## config.mk

```make
export PLATFORM = sky130hd
export DESIGN_NAME = fetch_pcgen_flat
export DESIGN_NICKNAME = d
export VERILOG_FILES = /design/src/rtl/fetch_pkg.sv /design/src/rtl/fetch_pcgen_if.sv /design/src/rtl/fetch_slot_sel.sv /design/src/rtl/fetch_pcgen.sv /design/src/flat_wrapper.sv
export SDC_FILE = /design/constraint.sdc
export NUM_CORES = 1
export LEC_CHECK = 0
export ABC_AREA = 1
export ABC_CLOCK_PERIOD_IN_PS = 5000
export CORE_AREA = 5 5 247 249
export CTS_CLUSTER_SIZE = 40
export DETAILED_ROUTE_END_ITERATION = 10
export DIE_AREA = 0 0 252 254
export PLACE_DENSITY = 0.41
export SYNTH_ARGS = -nofsm -noshare
export SYNTH_HDL_FRONTEND = slang
export SYNTH_HIERARCHICAL = 1
export SYNTH_SLANG_ARGS = --single-unit
export TNS_END_PERCENT = 30
```

## constraint.sdc

```tcl
create_clock -name clk -period 5 [get_ports clk]
set_clock_uncertainty 0.15 [all_clocks]
set_input_delay 1 -clock clk [delete_from_list [all_inputs] [get_ports clk]]
set_output_delay 1 -clock clk [all_outputs]
set_load 0.02 [all_outputs]
```

## src/rtl/fetch_pkg.sv

```systemverilog
// Shared types for the fetch PC generator: address width, reset PC, FSM states
// and the fetch bundle handed to the instruction-fetch queue.
`ifndef AMSB
`define AMSB 51
`endif

package fetch_pkg;
  localparam int AMSB = `AMSB;

  typedef logic [AMSB:0] addr_t;

  localparam logic [51:0] RSTIP  = 52'hFFFFFFFFE0000;
  localparam addr_t       RST_PC = addr_t'(RSTIP);
  localparam addr_t       ILEN   = addr_t'(1);

  typedef enum logic {
    ST_LOOK = 1'b0,
    ST_DEC  = 1'b1
  } state_t;

  typedef struct packed {
    addr_t      pc;
    logic [1:0] cnt;
    logic       taken;
    addr_t      npc;
  } fetch_bundle_t;
endpackage

```

## src/rtl/fetch_pcgen_if.sv

```systemverilog
// Fetch bundle channel from the PC generator (master) to the fetch queue (slave).
// Handshake: a bundle transfers on a clock edge where fetch_v and fetch_rdy are both 1;
// fetch_v never depends on fetch_rdy, and the bundle fields are meaningful only while fetch_v=1.
interface fetch_pcgen_if
  import fetch_pkg::*;
();
  logic       fetch_v;
  logic       fetch_rdy;
  addr_t      fetch_pc;
  logic [1:0] fetch_cnt;
  logic       fetch_taken;
  addr_t      fetch_npc;

  modport master (
    output fetch_v, fetch_pc, fetch_cnt, fetch_taken, fetch_npc,
    input  fetch_rdy
  );

  modport slave (
    input  fetch_v, fetch_pc, fetch_cnt, fetch_taken, fetch_npc,
    output fetch_rdy
  );
endinterface

```

## src/rtl/fetch_slot_sel.sv

```systemverilog
// Priority encoder over three instruction slots: the first BTB hit ends the bundle,
// otherwise all three slots are fetched and the PC falls through.
module fetch_slot_sel
  import fetch_pkg::*;
(
  input  logic       hit_a,
  input  logic       hit_b,
  input  logic       hit_c,
  input  addr_t      tgt_a,
  input  addr_t      tgt_b,
  input  addr_t      tgt_c,
  input  addr_t      fall,
  output logic [1:0] cnt,
  output logic       taken,
  output addr_t      npc
);
  always_comb begin
    cnt   = 2'd3;
    taken = 1'b0;
    npc   = fall;
    if (hit_a) begin
      cnt   = 2'd1;
      taken = 1'b1;
      npc   = tgt_a;
    end else if (hit_b) begin
      cnt   = 2'd2;
      taken = 1'b1;
      npc   = tgt_b;
    end else if (hit_c) begin
      cnt   = 2'd3;
      taken = 1'b1;
      npc   = tgt_c;
    end
  end
endmodule

```

## src/rtl/fetch_pcgen.sv

```systemverilog
// Fetch PC generator: holds three sequential lookup addresses across the two-cycle
// BTB lookup, then offers a fetch bundle and advances to the predicted next PC.
module fetch_pcgen
  import fetch_pkg::*;
(
  input  logic   clk,
  input  logic   rst,
  input  logic   redirect,
  input  addr_t  redirect_pc,
  output addr_t  pcA,
  output addr_t  pcB,
  output addr_t  pcC,
  output addr_t  npcA,
  output addr_t  npcB,
  output addr_t  npcC,
  input  logic   hitA,
  input  logic   hitB,
  input  logic   hitC,
  input  addr_t  btgtA,
  input  addr_t  btgtB,
  input  addr_t  btgtC,
  fetch_pcgen_if.master fq,
  output state_t dbg_state
);
  localparam addr_t ILEN2 = ILEN + ILEN;
  localparam addr_t ILEN3 = ILEN2 + ILEN;

  state_t        state, state_n;
  addr_t         pc, pc_n;
  addr_t         inc1, inc2, inc3;
  fetch_bundle_t bundle;
  logic          bundle_v;

  // All three increments come from the same pc so the adders run in parallel.
  assign inc1 = pc + ILEN;
  assign inc2 = pc + ILEN2;
  assign inc3 = pc + ILEN3;

  assign pcA  = pc;
  assign pcB  = inc1;
  assign pcC  = inc2;
  assign npcA = inc1;
  assign npcB = inc2;
  assign npcC = inc3;

  fetch_slot_sel u_slot_sel (
    .hit_a (hitA),
    .hit_b (hitB),
    .hit_c (hitC),
    .tgt_a (btgtA),
    .tgt_b (btgtB),
    .tgt_c (btgtC),
    .fall  (inc3),
    .cnt   (bundle.cnt),
    .taken (bundle.taken),
    .npc   (bundle.npc)
  );

  assign bundle.pc = pc;

  always_ff @(posedge clk or posedge rst) begin
    if (rst) begin
      state <= ST_LOOK;
      pc    <= RST_PC;
    end else begin
      state <= state_n;
      pc    <= pc_n;
    end
  end

  // A redirect masks the bundle in its own cycle so a coincident fetch_rdy cannot accept it.
  always_comb begin
    state_n  = state;
    pc_n     = pc;
    bundle_v = 1'b0;
    if (redirect) begin
      state_n = ST_LOOK;
      pc_n    = redirect_pc;
    end else begin
      case (state)
        ST_LOOK: state_n = ST_DEC;
        ST_DEC: begin
          bundle_v = 1'b1;
          if (fq.fetch_rdy) begin
            state_n = ST_LOOK;
            pc_n    = bundle.npc;
          end
        end
        default: state_n = ST_LOOK;
      endcase
    end
  end

  assign fq.fetch_v     = bundle_v;
  assign fq.fetch_pc    = bundle.pc;
  assign fq.fetch_cnt   = bundle.cnt;
  assign fq.fetch_taken = bundle.taken;
  assign fq.fetch_npc   = bundle.npc;
  assign dbg_state      = state;
endmodule
```

## src/flat_wrapper.sv

```systemverilog
// flat-port wrapper written by rule: the top's interface ports become plain ports
module fetch_pcgen_flat import fetch_pkg::*;
  (clk, rst, redirect, redirect_pc, pcA, pcB, pcC, npcA, npcB, npcC, hitA, hitB, hitC, btgtA, btgtB, btgtC, dbg_state, fq_fetch_v, fq_fetch_pc, fq_fetch_cnt, fq_fetch_taken, fq_fetch_npc, fq_fetch_rdy);
  fetch_pcgen_if fq_i ();
  input  logic clk;
  input  logic rst;
  input  logic redirect;
  input  addr_t redirect_pc;
  output addr_t pcA;
  output addr_t pcB;
  output addr_t pcC;
  output addr_t npcA;
  output addr_t npcB;
  output addr_t npcC;
  input  logic hitA;
  input  logic hitB;
  input  logic hitC;
  input  addr_t btgtA;
  input  addr_t btgtB;
  input  addr_t btgtC;
  output state_t dbg_state;
  output wire logic [$bits(fq_i.fetch_v)-1:0] fq_fetch_v;
  output wire logic [$bits(fq_i.fetch_pc)-1:0] fq_fetch_pc;
  output wire logic [$bits(fq_i.fetch_cnt)-1:0] fq_fetch_cnt;
  output wire logic [$bits(fq_i.fetch_taken)-1:0] fq_fetch_taken;
  output wire logic [$bits(fq_i.fetch_npc)-1:0] fq_fetch_npc;
  input wire logic [$bits(fq_i.fetch_rdy)-1:0] fq_fetch_rdy;
  assign fq_fetch_v = fq_i.fetch_v;
  assign fq_fetch_pc = fq_i.fetch_pc;
  assign fq_fetch_cnt = fq_i.fetch_cnt;
  assign fq_fetch_taken = fq_i.fetch_taken;
  assign fq_fetch_npc = fq_i.fetch_npc;
  assign fq_i.fetch_rdy = fq_fetch_rdy;
  fetch_pcgen u_core (.clk(clk), .rst(rst), .redirect(redirect), .redirect_pc(redirect_pc), .pcA(pcA), .pcB(pcB), .pcC(pcC), .npcA(npcA), .npcB(npcB), .npcC(npcC), .hitA(hitA), .hitB(hitB), .hitC(hitC), .btgtA(btgtA), .btgtB(btgtB), .btgtC(btgtC), .fq(fq_i), .dbg_state(dbg_state));
endmodule
```

==> flow_summary.toml <==
[drt]
drt-pass1-iter-count = 8
final_antenna_net_count = 0
vias = 12200
drtIter0Drc = 658
vias_per_cell = 4.20
totalWireLength_mm = 67.7
drc = 0
wl_per_cell_um = 23.4

[synth]
yosysTopAreaCell = "nand2_1"
synth_cell_types = 30
muxShareOfSynthArea = 0
yosys.area_share.xor_xnor = 0.0904
yosysTopAreaCellShare = 0.223
synth_compound_area_frac = 0.0801
yosysSeqAreaShare = 0.144
netlist_instances = 1679
synth-edff-count = 0
synth_area_um2 = 9490
avgSynthCellArea_um2 = 5.65
synth_simple_gate_area_frac = 0.401
synth_top_family_by_area = "simple AND/OR/NAND/NOR gates"
ys_warn_count = 6
ys_async_sr_fraction = 1.00
syn-num-nets = 1898
yosys.area_share.adder = 0.00527
synth-seq-cells = 53
netlist_top_cells_area = "nand2_1 (22%), buf_4 (14%), inv_1 (11%), dfstp_2 (9.7%), xor2_1 (8.9%)"
synthFlopType = "dfstp_2"

[floorplan]
io_pins = 636
core.rowCount = 89
die_h_um = 254
fp.dieW_um = 252
core_um2 = 58500
start_util = 0.162
dieArea_um2 = 64000

[clock_tree]
insertion_delay_ps = 310
htree_levels = 2
cts.clk_slew.worst_paths_ps = 80
cts_resized = 0
postCtsSetupBuffers = 0
clk_path_buf_depth = 2
root_buffer = "clkbuf_16"
cts_made_buffers = 5
cts_hold_buf = 0
cts_sinks = 53
cts_tree = "done"

[critical_path]
startpoint = "u_core/fq.fetch_pc[17]"
reg2reg_depth = 14
r2r_start = "u_core/fq.fetch_pc[2]"
crit_fanout = 6
r2r_end = "u_core/fq.fetch_pc[43]"
cp-start-kind = "flip-flop"
endpoint = "fq_fetch_npc[34]"
crit_arrival_ps = 3670
endpoint_kind = "primary output"
critPathRequiredTime_ps = 3850
ff2ff_setup_slack_ps = 1480
worst-setup-path-type = "flip-flop to primary output"

[placed_design]
portBuffers = 635
gp_congestion = 0.865
dpl.hpwl_mm = 59.3
placedInstanceArea_um2 = 15400

[grt]
antenna_found_initial = 3
grt_pass1_vias = 12100
gr-usage-all-layers = 0.198
grt-ovfl-total = 0
grt_max_degree = 61
grt_pass1_wl_mm = 91.4

[worst_hold_path]
worstHoldPathType = "flip-flop to flip-flop"
min_from = "u_core/fq.fetch_pc[51]"

[sta]
worstMarginPinSlew_ps = 741
slew_viol_final = 0
fmax_mhz = 207
max_slew_margin = 0.506
post-route-min-period_ps = 4820
setup_viol = 0
setup_tns_ps = 0
finalHoldViolations = 0
post-route-period-util = 0.964
rsz0062_at_grt = "no"

[power_and_ir_drop]
p_per_area_nw_per_um2 = 238
ir_drop_v = 0.000114
leakage_nw = 6.91

[finish]
stdcell_area_um2 = 15600
diodes = 0
synthToLayoutAreaGrowth_pct = 64.0
fin_nets = 2337
drive_above_1_share = 0.0595

[run_status]
status = "finished, final reports clean"

[job]
cap_violations = 0
==> flip-flops by register name (all words and copies together) (netlist names) <==
| name | cells |
|---|---|
| u_core/fq.fetch_pc | 52 |
| u_core/dbg_state | 1 |
==> through the flow <==
stage | instances | utilization | worst slack (ps) | power (mW) | hold slack, ps
after floorplan | 1679 | - | 1340 | 2.03 | 444
after global placement | 2884 | 0.264 | 327 | 3.37 | 468
after detailed placement | 2884 | 0.264 | 370 | 3.36 | 484
after CTS | 2892 | 0.266 | 4.23 | 3.77 | 497
after global routing | 2892 | 0.266 | 11.0 | 3.89 | 530
final | 2892 | 0.266 | 178 | 3.70 | 504
==> critical path, cell delays in order, from the launching register on <==
cell,delay (ps)
dfstp_2,670
nand2_1,120
nor2_1,470
nand2_1,360
nor2_1,380
nand2_1,150
xor2_1,290
inv_1,80
nand2_1,70
nand3_1,60
nand2_1,100
clkdlybuf4s50_1,620
==> kinds of logic (layout without fill, tap and decap cells) <==
logic type	count (synthesis)	in the layout
compound gates	130	130
buf+inv	512	952
fa+ha+maj	4	4
simple gates	882	882
xor+xnor	98	98
flops	53	53
==> cell type report <==
type,count,area (um^2)
Fill cell,6658,42900
Sequential cell,53,1370
Multi-Input combinational cell,1114,5490
Tap cell,773,967
Inverter,290,1090
Clock buffer,6,129
Timing Repair Buffer,654,6510
Clock inverter,2,15.0
==> cell usage after synthesis, types with 4 or more instances <==
master    instances
inv_1           287
nand2_1         564
nor2_4           15
o211ai_1         44
xor2_1           96
nand3_1         140
nor2_2           21
buf_6             5
o21ai_1           7
o21ai_0          79
nand2_2          14
buf_2            27
ha_1              4
buf_4           173
buf_1             4
clkbuf_1         13
nor2_1           89
nand4_1          31
dfrtp_1          18
dfstp_2          35
==> worst min path at each step <==
stage | endpoint | slack (ps) | cells past startpoint
final | u_core/fq.fetch_pc[51] | 500 | 2
after global routing | u_core/fq.fetch_pc[51] | 530 | 2
after CTS | u_core/fq.fetch_pc[51] | 500 | 2
after detailed placement | u_core/fq.fetch_pc[51] | 480 | 2
after global placement | u_core/fq.fetch_pc[51] | 470 | 2
after floorplan | u_core/fq.fetch_pc[44] | 440 | 2
==> layout by cell type, fill, tap and decap left out, types with 7 or more instances in the layout <==
master,count
nand3_1,140
dfrtp_1,16
nand2_2,14
dfstp_2,35
o211ai_1,44
o21ai_1,7
nand2_1,564
nand4_1,31
nor2_1,89
inv_1,286
nor2_4,16
clkdlybuf4s50_1,631
nor2_2,20
buf_4,18
o21ai_0,79
xor2_1,95
==> routing by layer <==
layer  wire length, um  global-route usage  vias up
met4               709              0.0237        0
met2             33900               0.360      471
li1                  -                   -     5831
met1             29500               0.256     5824
met5                 0                   0        -
met3              3570              0.0272       30
==> report_power, final <==
part           total [mW]  internal (mW)  switching [mW]
Clock               0.381          0.187           0.194
Combinational        2.62           1.10            1.52
Sequential          0.700          0.518           0.182
Total                3.70           1.81            1.90
Power figures use the tool's default switching activity.
